File: config.mk
export PLATFORM = sky130hd
export DESIGN_NAME = prng_share_ctrl
export DESIGN_NICKNAME = d
export VERILOG_FILES = /design/src/rtl/prng_share_ctrl.sv
export SDC_FILE = /design/constraint.sdc
export NUM_CORES = 1
export LEC_CHECK = 0
export CORE_AREA = 5 5 155 157
export CTS_CLUSTER_DIAMETER = 50
export DETAILED_ROUTE_END_ITERATION = 10
export DIE_AREA = 0 0 160 162
export SYNTH_ARGS = -nofsm -noshare
export SYNTH_HDL_FRONTEND = slang
export SYNTH_SLANG_ARGS = --single-unit
File: constraint.sdc
create_clock -name clk -period 4.4 [get_ports clk]
set_input_delay 0.44 -clock clk [delete_from_list [all_inputs] [get_ports clk]]
set_output_delay 0.44 -clock clk [all_outputs]
set_load 0.02 [all_outputs]
File: src/rtl/prng_share_ctrl.sv
// prng_share_ctrl
// ---------------
// Owns the 128-bit LFSR mask generator and shares its 64-bit output among
// N_REQ masked-crypto requesters.
//
// Life cycle of one seed:
//   SEED_WAIT : take a 128-bit word from the entropy source. An all-zero word
//               would lock the LFSR up, so it is consumed and flagged instead.
//   WARMUP    : step the LFSR WARMUP times and throw the output away.
//   SERVE     : hand the current LFSR word to one requester (round-robin).
//   ADVANCE   : step the LFSR so that STEP steps separate delivered words.
// After RESEED_INTERVAL delivered words, or on a software reseed request,
// the controller goes back to SEED_WAIT the next time it reaches SERVE.
//
// Handshakes:
//   Entropy: a word transfers in any cycle where ent_valid_i && ent_ready_o.
//   Requesters: req_i[k] is a level held until gnt_o[k] is seen. The grant is
//   combinational, rnd_o carries the word in that same cycle, and one grant
//   consumes exactly one word.
//
// Ports:
//   clk, rst         clock, asynchronous active-high reset
//   ent_valid_i      entropy word valid
//   ent_data_i       entropy seed word
//   ent_ready_o      entropy word accepted when valid & ready
//   reseed_req_i     software reseed pulse (ignored while already in SEED_WAIT)
//   prng_init_o      generator init (load seed)
//   prng_en_o        generator step enable
//   prng_seed_o      generator seed (straight from ent_data_i)
//   prng_data_i      generator 64-bit output
//   req_i            per-requester level request
//   gnt_o            one-hot grant
//   rnd_o            random word in the grant cycle, 0 otherwise
//   seeded_o         high in SERVE / ADVANCE
//   seed_err_o       one-cycle pulse when an all-zero seed is rejected
//   dbg_state_o      current FSM state, for debug and checker binding
module prng_share_ctrl #(
  parameter int N_REQ           = 4,
  parameter int WARMUP          = 128,
  parameter int STEP            = 64,
  parameter int RESEED_INTERVAL = 1024
) (
  input  logic              clk,
  input  logic              rst,
  input  logic              ent_valid_i,
  input  logic [127:0]      ent_data_i,
  output logic              ent_ready_o,
  input  logic              reseed_req_i,
  output logic              prng_init_o,
  output logic              prng_en_o,
  output logic [127:0]      prng_seed_o,
  input  logic [63:0]       prng_data_i,
  input  logic [N_REQ-1:0]  req_i,
  output logic [N_REQ-1:0]  gnt_o,
  output logic [63:0]       rnd_o,
  output logic              seeded_o,
  output logic              seed_err_o,
  output logic [1:0]        dbg_state_o
);

  localparam int WARM_W = $clog2(WARMUP + 1);
  localparam int STEP_W = $clog2(STEP + 1);
  localparam int WORD_W = $clog2(RESEED_INTERVAL + 1);
  localparam int PTR_W  = $clog2(N_REQ);

  localparam logic [WARM_W-1:0] WARM_LAST = WARM_W'(WARMUP - 1);
  localparam logic [STEP_W-1:0] STRIDE_LD = STEP_W'(STEP - 1);
  localparam logic [WORD_W-1:0] WORD_LAST = WORD_W'(RESEED_INTERVAL - 1);

  typedef enum logic [1:0] {
    ST_SEED_WAIT = 2'd0,
    ST_WARMUP    = 2'd1,
    ST_SERVE     = 2'd2,
    ST_ADVANCE   = 2'd3
  } state_t;

  state_t              state;
  logic                rst_done;        // low until the first clock after reset release
  logic [WARM_W-1:0]   warm_cnt;
  logic [STEP_W-1:0]   stride_cnt;
  logic [WORD_W-1:0]   word_cnt;
  logic [PTR_W-1:0]    ptr;             // last granted requester
  logic                reseed_pending;

  logic                seed_take;
  logic                seed_zero;
  logic                serve_open;
  logic                pick_any;
  logic [PTR_W-1:0]    pick_idx;
  logic [PTR_W-1:0]    cand;
  logic                grant;

  // ---------------------------------------------------------------------------
  // Entropy side. ent_ready_o stays low while reset is held and for the
  // release cycle, so no seed can slip in before the controller is running.
  // ---------------------------------------------------------------------------
  assign ent_ready_o = (state == ST_SEED_WAIT) && rst_done;
  assign seed_take   = ent_ready_o && ent_valid_i;
  assign seed_zero   = (ent_data_i == '0);
  assign prng_init_o = seed_take && !seed_zero;
  assign seed_err_o  = seed_take && seed_zero;
  assign prng_seed_o = ent_data_i;

  // ---------------------------------------------------------------------------
  // Round-robin pick: first requester at or after ptr+1, wrapping.
  // ---------------------------------------------------------------------------
  always_comb begin
    pick_any = 1'b0;
    pick_idx = '0;
    cand     = '0;
    for (int i = 1; i <= N_REQ; i++) begin
      cand = PTR_W'((int'(ptr) + i) % N_REQ);
      if (!pick_any && req_i[cand]) begin
        pick_any = 1'b1;
        pick_idx = cand;
      end
    end
  end

  // A pending reseed blocks grants in SERVE; the word is not handed out.
  assign serve_open = (state == ST_SERVE) && !reseed_pending;
  assign grant      = serve_open && pick_any;

  always_comb begin
    gnt_o = '0;
    if (grant) gnt_o[pick_idx] = 1'b1;
  end

  assign rnd_o = grant ? prng_data_i : 64'd0;

  // The grant cycle itself is the first of the STEP steps for that word.
  // init is only raised in SEED_WAIT where en is never raised.
  assign prng_en_o   = (state == ST_WARMUP) || (state == ST_ADVANCE) || grant;
  assign seeded_o    = (state == ST_SERVE) || (state == ST_ADVANCE);
  assign dbg_state_o = state;

  // ---------------------------------------------------------------------------
  // Sequencer
  // ---------------------------------------------------------------------------
  always_ff @(posedge clk or posedge rst) begin
    if (rst) begin
      state          <= ST_SEED_WAIT;
      rst_done       <= 1'b0;
      warm_cnt       <= '0;
      stride_cnt     <= '0;
      word_cnt       <= '0;
      ptr            <= PTR_W'(N_REQ - 1);
      reseed_pending <= 1'b0;
    end else begin
      rst_done <= 1'b1;

      // Software reseed is latched here and acted on at the next SERVE, so an
      // in-flight stride always completes. In SEED_WAIT a seed is already due.
      if (reseed_req_i && (state != ST_SEED_WAIT)) reseed_pending <= 1'b1;

      case (state)
        ST_SEED_WAIT: begin
          if (prng_init_o) begin
            warm_cnt <= '0;
            state    <= ST_WARMUP;
          end
        end

        ST_WARMUP: begin
          if (warm_cnt == WARM_LAST) begin
            state <= ST_SERVE;
          end else begin
            warm_cnt <= warm_cnt + 1'b1;
          end
        end

        ST_SERVE: begin
          if (reseed_pending) begin
            // Clearing wins over a reseed_req_i arriving this same cycle.
            word_cnt       <= '0;
            reseed_pending <= 1'b0;
            state          <= ST_SEED_WAIT;
          end else if (pick_any) begin
            ptr      <= pick_idx;
            word_cnt <= word_cnt + 1'b1;
            if (word_cnt == WORD_LAST) reseed_pending <= 1'b1;
            if (STEP > 1) begin
              stride_cnt <= STRIDE_LD;
              state      <= ST_ADVANCE;
            end
          end
        end

        ST_ADVANCE: begin
          stride_cnt <= stride_cnt - 1'b1;
          if (stride_cnt == STEP_W'(1)) state <= ST_SERVE;
        end

        default: state <= ST_SEED_WAIT;
      endcase
    end
  end

endmodule

Word-level counts from Yosys, hierarchy flattened

Index checks and enable logic that the tools add are counted.

Flip-flop bits (word level): 32
Input port bits: 200
Output and inout bits: 203
Logic and storage cells: 103

Add/subtract/negate cells: 7
Order comparisons: 6
Equality and inequality tests: 13
Mux-type cells: 39
Bitwise gates (word level): 1
Reduce and logical (&&, ||, !) cells: 30

Operators with widths:

| operator                | number |
|---|---|
| $logic_not A128 Y1      | 1 |
| $mux W64                | 1 |
| $mux W11                | 2 |
| $mux W2                 | 9 |
| $mux W8                 | 2 |
| $pmux W8 S2             | 1 |
| $lt A2 B3 Y1 const B    | 5 |
| $mux W1                 | 14 |
| $mux W7                 | 2 |
| $pmux W7 S2             | 1 |
| $add A11 B1 Y11 const B | 1 |
| $eq A11 B10 Y1 const B  | 1 |
| $logic_and A1 B1 Y1     | 11 |
| $reduce_and A3 Y1       | 3 |
| $add A8 B1 Y8 const B   | 1 |
| $bmux W1 S2             | 4 |
| $eq A8 B7 Y1 const B    | 1 |
| $ne A2 B2 Y1 const B    | 4 |
| $pmux W2 S4             | 1 |
| $reduce_bool A2 Y1      | 4 |
| $eq A7 B1 Y1 const B    | 1 |
| $sub A7 B1 Y7 const B   | 1 |
| $logic_not A1 Y1        | 5 |
| $add A2 B1 Y2 const B   | 2 |
| other kinds (13)        | 18 |

Depth between registers and ports, before layout

Gate-level depths: netlist (run 1).

Depth in word-level cells: 18
Depth in mapped cells: 7
Gate-level depth less buffers: 6

Worst setup path after synthesis (run 1)

No wires, ideal clock.

Path kind: register to output
From: register state[1] (netlist: dbg_state_o[1])
To: output port gnt_o[1]
Arrival time: 1.934 ns
Required time: 3.960 ns
Setup slack: 2.026 ns
Cell stages (with the launch flop): 7
Buffers on the path: 3
Path through: dfrtp_1 -> buf_4 -> nand2b_1 -> or3_1 -> clkbuf_1 -> buf_2 -> nor3b_1

Longest elaborated chain between the ends: 4

RTL lines:

| what                     | RTL line | source |
|---|---|---|
| start: declaration       | 77       | `state_t state;` |
| start signal: assignment | 142      | `state <= ST_SEED_WAIT;` |
| start signal: assignment | 160      | `state <= ST_WARMUP;` |
| start signal: assignment | 166      | `state <= ST_SERVE;` |
| $eq A2 B2 Y1             | 121      | `assign serve_open = (state == ST_SERVE) && !reseed_pending;` |
| $logic_and A1 B1 Y1      | 121      |  |
| $logic_and A1 B1 Y1      | 122      | `assign grant = serve_open && pick_any;` |
| $mux W4                  | 126      | `if (grant) gnt_o[pick_idx] = 1'b1;` |
| end: declaration         | 54       | `output logic [N_REQ-1:0] gnt_o,` |

Every way passes these cells.

Worst setup path in the final report (run 1)

From: input port req_i[1]
To: output port rnd_o[32]

Longest elaborated chain between the ends: 14

RTL lines:

| what                          | RTL line | source |
|---|---|---|
| start: declaration            | 53       | `input logic [N_REQ-1:0] req_i,` |
| $bmux W1 S2                   | 113      | `if (!pick_any && req_i[cand]) begin` |
| $mux W1 (implied by the code) | 113      |  |
| $mux W1                       | 113      |  |
| $logic_not A1 Y1              | 113      |  |
| $logic_and A1 B1 Y1           | 113      |  |
| $mux W1                       | 113      |  |
| $logic_not A1 Y1              | 113      |  |
| $logic_and A1 B1 Y1           | 113      |  |
| $mux W1                       | 113      |  |
| $logic_not A1 Y1              | 113      |  |
| $logic_and A1 B1 Y1           | 113      |  |
| $mux W1 (*)                   | 113      |  |
| $logic_and A1 B1 Y1 (*)       | 122      |  |
| $mux W64 (*)                  | 129      | `assign rnd_o = grant ? prng_data_i : 64'd0;` |
| end: declaration              | 55       | `output logic [63:0] rnd_o,` |

Mark *: on every way between the ends. The rest lies on a longest branch, timed or not. The select of a mux whose other input is x is not followed.

==> flow_summary.json, run 1 <==
{
  "ys_types": 43,
  "seq_area_um2": 803.3,
  "grt_pass1_wl_um": 23850,
  "die-area_um2": 25920,
  "synth_top_area_share_pct": 28.03,
  "holdPathStages": 2,
  "worst_ep_required_time_ns": 3.96,
  "placed_area_um2": 6865,
  "drt-total-wl_um": 16480,
  "via_per_inst": 3.871,
  "reg2reg_depth": 5,
  "drive_gt1_share_pct": 3.221,
  "die_width_um": 160,
  "rsz0062_at_grt": "false",
  "cp_max_fo": 37,
  "clock_path_buffers": 2,
  "cts-buffers-inserted": 5,
  "io_pins": 403,
  "holdBufCountCts": 0,
  "cpMostUsedCell": "clkdlybuf4s50_1",
  "crit_arrival_ns": 2.98,
  "critPathSlowestCell": "nor3_4",
  "finalHoldViolations": 0,
  "crit_family": "buffers and inverters",
  "synth_largest_area_cell": "buf_4",
  "rrSetupSlack_ns": 2.07,
  "gp_congestion": 0.8678,
  "cts_tree": "built",
  "post_cts_resized": 0,
  "crit_type": "input port to output pin",
  "nNetsFinal": 917,
  "tightest_slew_ns": 1.023,
  "dr.pass1.iters": 4,
  "ys.flop_type": "dfrtp_1",
  "holdCritPathClass": "register to register",
  "cts_sinks": 32,
  "path_buf_inv": 3,
  "yosysSeqAreaShare_pct": 23.25,
  "timing.fmax_mhz": 292.7,
  "period_minus_slack_ns": 3.417,
  "path_clk_slew_ns": 0.05,
  "insertion_delay_ns": 0.28,
  "synth.most_common_cell": "buf_4",
  "fillers": 2320,
  "multi_input_area_um2": 1617,
  "grt_pass1_vias": 4112,
  "syn-num-nets": 645,
  "setup_tns_ns": 0,
  "slew_viol_final": 0,
  "setup_viol": 0,
  "synth.area.top_cells": "buf_4 28%, dfrtp_1 22%, and2_1 12%",
  "wl_per_cell_um": 16.50,
  "holdCritStartpoint": "ptr[1]",
  "synth_area_um2": 3455,
  "post-route-period-util_pct": 77.65,
  "timing.rr.start": "warm_cnt[0]",
  "post-cts-setup-buffers": 0,
  "max_stage_delay_ns": 0.74,
  "overflow": 0,
  "ir_drop_uv": 172.6,
  "synth_seq_cells": 32,
  "die_y_um": 162,
  "antenna_found_initial": 0,
  "postSynthAreaPerCell_um2": 7.833,
  "power-per-cell-area_nw_per_um2": 297.7,
  "start_util_pct": 15.45,
  "cp_cell_sequence": "clkdlybuf4s50_1, nor4_4, nor3_4, buf_12, and2_1, clkdlybuf4s50_1",
  "rows": 55,
  "critPathLaunchType": "input port",
  "drcViolationCount": 0,
  "io_buffer_count": 402,
  "ant_nets": 0,
  "p_leak_nw": 2.591,
  "final_area_um2": 7007,
  "grt_max_degree": 38,
  "async_flop_share_pct": 100.0,
  "clock_skew_ns": 0.005233,
  "end_kind": "output pin",
  "dr_total_vias": 3867,
  "synth_enable_flop_cells": 0,
  "maxSlewHeadroom_pct": 31.38,
  "cts_root_buf": "clkbuf_16",
  "core_area_um2": 22370,
  "grt_use_total_pct": 11.45,
  "hpwl_um": 14490,
  "drt_iter0_markers": 118,
  "n_antenna_cell": 0,
  "reg2reg_to": "dbg_state_o[0]",
  "synth_common_cells": "129 x buf_4, 64 x and2_1, 35 x nand2_1",
  "worstHoldEndpoint": "ptr[1]",
  "syn_to_final_growth_pct": 102.8,
  "h-tree-depth": 2,
  "synth_cells": 441,
  "status": "finished clean",
  "ys_warn_count": 0,
  "maxCapViolations": 0,
  "power_mw": 2.086
}
[cells in the final DEF, fill, tap and decap left out, types with 2 or more instances in the layout]
master,instances
nand2_1,35
and3_1,3
nor2_1,22
nor3_1,2
a31oi_1,2
o221ai_1,2
nor4_1,34
clkdlybuf4s50_1,402
nor4_2,2
ha_1,4
nand4_1,12
dfstp_2,2
inv_1,6
buf_4,3
a21oi_1,3
xor2_1,9
nor4_4,2
nand3_1,5
clkbuf_16,5
and2_1,64
xnor2_1,4
or3_1,3
nand2b_1,2
nor3b_1,4
mux2i_1,2
a32oi_1,4
o21ai_0,27
dfrtp_1,30
[cell type report]
type	count	share of cell area [%]
clock buffer	6	1.839
clock inverter	2	0.1786
inverter	6	0.3214
multi-input combinational	262	23.07
sequential	32	11.46
tap	285	5.089
timing repair buffer	406	58.04
[metrics by stage]
stage | setup WS [ns] | cells | util (%) | hold WS (ns)
3_5_place_dp | 0.8522 | 991 | 30.70 | 0.4798
3_3_place_gp | 0.8427 | 991 | 30.70 | 0.4761
5_1_grt | 0.7405 | 999 | 31.33 | 0.5082
6_report | 0.9833 | 999 | 31.33 | 0.4853
2_1_floorplan | 2.026 | 441 | - | 0.4515
4_1_cts | 0.8523 | 999 | 31.33 | 0.4891
[kinds of logic (layout without fill, tap and decap cells)]
logic type      count (synthesis)  count (layout)  synth area share [%]
compound gates                 45              45                 8.077
xor+xnor                       13              13                 3.296
fa+ha+maj                       4               4                 1.449
buf+inv                       147             420                 30.13
flops                          32              32                 23.25
mux                             3               3                0.9055
other cells                     1               1                0.1086
simple gates                  196             196                 32.78
[worst max-delay path by stage]
stage          depth (start not counted)       startpoint    endpoint
2_1_floorplan                          6   dbg_state_o[1]    gnt_o[1]
3_3_place_gp                           7  ent_data_i[117]  seed_err_o
3_5_place_dp                           7  ent_data_i[117]  seed_err_o
4_1_cts                                7  ent_data_i[117]  seed_err_o
5_1_grt                                5   dbg_state_o[1]    gnt_o[3]
6_report                               6         req_i[1]   rnd_o[32]
[worst min-delay path, delay by kind of cell (launching register included)]
kind             cells  cell delay [ns]
AND/OR/NAND/NOR      2             0.10
flip-flops           1             0.38
[registers in the layout, summed over array words and instances, names as in the netlist]
register	cells
warm_cnt	8
reseed_pending	1
rst_done	1
ptr	2
word_cnt	11
stride_cnt	7
dbg_state_o	2
[report_power, final]
group	internal [mW]	total [mW]	switching, mW
combinational	0.640	1.27	0.626
sequential	0.378	0.484	0.106
clock	0.209	0.336	0.128
total	1.23	2.09	0.859
[metal layers]
metal	GRT usage, %	vias to the layer above	routed length [um]
met3	2.639	17	967
met5	0	-	0
met4	2.268	0	233
li1	-	1932	-
met1	13.91	1757	6660
met2	20.75	161	8622
Note: power is estimated with default switching activity, not from simulation.
==> inputs of run 2 (changes only) <==
Settings changed: CORE_AREA 5 5 155 157 to 5 5 151 153, DIE_AREA 0 0 160 162 to 0 0 156 158.
Clock period 4.4 ns to 3.2 ns, I/O delays scaled along.
==> flow_summary.json, run 2 (synthesis gave the netlist of run 1 again) <==
{
  "status": "finished clean",
  "finalHoldViolations": 0,
  "core_area_um2": 21420,
  "via_per_inst": 3.794,
  "ir_drop_uv": 273.4,
  "p_int_mw": 1.787,
  "drive_gt1_share_pct": 4.979,
  "grt_pass1_vias": 3951,
  "cts_tree": "built",
  "largest_reg_flops": 11,
  "cp_cell_sequence": "clkdlybuf4s50_1, nor4_1, nand4_1, nor4_4, nand2_1, nor2_1, clkdlybuf4s50_1",
  "fillers": 2231,
  "die-area_um2": 24650,
  "reg2reg_to": "dbg_state_o[0]",
  "critPathSlowestCell": "clkdlybuf4s50_1",
  "grt_use_total_pct": 11.77,
  "clock_skew_ns": 0.002552,
  "end_kind": "output pin",
  "layout_common_cells": "401 x clkdlybuf4s50_1, 64 x and2_1, 35 x nand2_1, 32 x nor4_1, 30 x dfrtp_1",
  "reg.largest.list": "word_cnt: 11 flops, warm_cnt: 8 flops, stride_cnt: 7 flops",
  "path_clk_slew_ns": 0.05,
  "antenna_found_initial": 0,
  "io_buffer_count": 402,
  "rrSetupSlack_ns": 1.11,
  "rows": 54,
  "max_stage_delay_ns": 0.65,
  "power-per-cell-area_nw_per_um2": 418.6,
  "timing.rr.start": "warm_cnt[0]",
  "die_y_um": 158,
  "period_minus_slack_ns": 3.027,
  "pre_cts_ws_ns": -0.05441,
  "final_common_cell": "clkdlybuf4s50_1",
  "share_comb_of_total_power_pct": 60.3,
  "setup_viol": 0,
  "wl_per_cell_um": 16.24,
  "holdCritPathClass": "input port to async pin",
  "reg2reg_depth": 5,
  "crit_family": "simple AND/OR/NAND/NOR gates",
  "insertion_delay_ns": 0.27,
  "layout_setup_ws_ns": 0.1726,
  "critPathLaunchType": "input port",
  "cp_num_cells": 7,
  "holdBufCountCts": 0,
  "die_width_um": 156,
  "dr_total_vias": 3805,
  "clockPowerShare_pct": 17.9,
  "drt-total-wl_um": 16290,
  "worst_ep_required_time_ns": 2.88,
  "tightest_slew_ns": 0.7950,
  "maxCapViolations": 0,
  "start_util_pct": 16.13,
  "grt_pass1_wl_um": 22920,
  "cts_sinks": 32,
  "regMostFlops": "word_cnt",
  "n_antenna_cell": 0,
  "clock_path_buffers": 2,
  "p_leak_nw": 2.652,
  "ant_nets": 0,
  "dr.pass1.iters": 4,
  "drcViolationCount": 0,
  "path_buf_inv": 2,
  "cpMostUsedCell": "clkdlybuf4s50_1",
  "cp_max_fo": 2,
  "cts_root_buf": "clkbuf_16",
  "rsz0062_at_grt": "false",
  "slew_viol_final": 0,
  "post-route-period-util_pct": 94.61,
  "overflow": 0,
  "syn_to_final_growth_pct": 105.7,
  "cts-buffers-inserted": 5,
  "crit_arrival_ns": 2.71,
  "crit_type": "input port to output pin",
  "h-tree-depth": 2,
  "timing.fmax_mhz": 330.3,
  "drt_iter0_markers": 129,
  "io_pins": 403,
  "gp_congestion": 0.8487,
  "worst_hold_slack_ns": 0.4355,
  "grt_max_degree": 61,
  "nNetsFinal": 926,
  "switchingPower_mw": 1.186,
  "maxSlewHeadroom_pct": 46.68,
  "hpwl_um": 14460,
  "seqPwrFrac_pct": 21.8,
  "swShare_pct": 39.89
}
[run 2: stage by stage]
stage / utilization [%] / total power [mW] / area [um^2] / setup TNS [ns] / instances
after floorplan: - / 1.622 / 3455 / 0 / 441
after global placement: 32.33 / 2.446 / 6924 / -0.06931 / 995
after detailed placement: 32.33 / 2.457 / 6924 / -0.05441 / 995
after CTS: 33.14 / 3.006 / 7098 / 0 / 1003
after global routing: 33.17 / 3.180 / 7104 / 0 / 1003
final: 33.17 / 2.974 / 7104 / 0 / 1003
[run 2: power groups by stage]
stage          logic, mW  clock network [mW]  registers, mW
6_report            1.79               0.532          0.649
3_3_place_gp        1.80                   0          0.648
3_5_place_dp        1.81                   0          0.651
4_1_cts             1.81               0.547          0.646
5_1_grt             1.94               0.571          0.670
2_1_floorplan      0.998                   0          0.624
[run 2: worst register-to-register path: cells and delay by family, from the launching register on]
family	cells	cell delay (ns)
AOI/OAI and AO/OA	2	0.88
DFF	1	0.37
and+or+nand+nor	2	0.49
adders and majority gates	1	0.22
[run 2: how the worst max path moves through the flow]
stage / start / to / slack (ns)
6_report: ent_data_i[46] / seed_err_o / 0.17
5_1_grt: ent_data_i[81] / seed_err_o / 0.003
4_1_cts: ent_data_i[17] / seed_err_o / 0.06
3_5_place_dp: ent_data_i[70] / seed_err_o / -0.05
3_3_place_gp: ent_data_i[70] / seed_err_o / -0.07
2_1_floorplan: dbg_state_o[1] / gnt_o[1] / 0.95
[run 2: final cells by class]
class | instances | area, um^2 | area share (%)
inverter | 6 | 22.52 | 0.3170
sequential | 32 | 803.3 | 11.31
timing repair buffer | 415 | 4131 | 58.15
tap | 280 | 350.3 | 4.931
clock inverter | 3 | 42.54 | 0.5988
multi-input combinational | 262 | 1629 | 22.93
clock buffer | 5 | 125.1 | 1.761
[run 2: metal layers]
metal	GRT usage (%)	part of all wire, %
met4	1.792	1.1
met3	2.734	6.1
met2	20.39	52
met5	0	0
met1	15.23	41
[run 2: what timing repair did]
item / CTS / global route
setup endpoints to repair: 1 / 1
resized for setup: 1 / 1
setup buffers: 0 / 0
pin swaps: 0 / 0
==> inputs of run 3 (changes only) <==
Settings changed: CTS_CLUSTER_SIZE from default to 28.
==> results of run 3 <==
The final DEF is identical to that of run 2; final timing and power are the same.
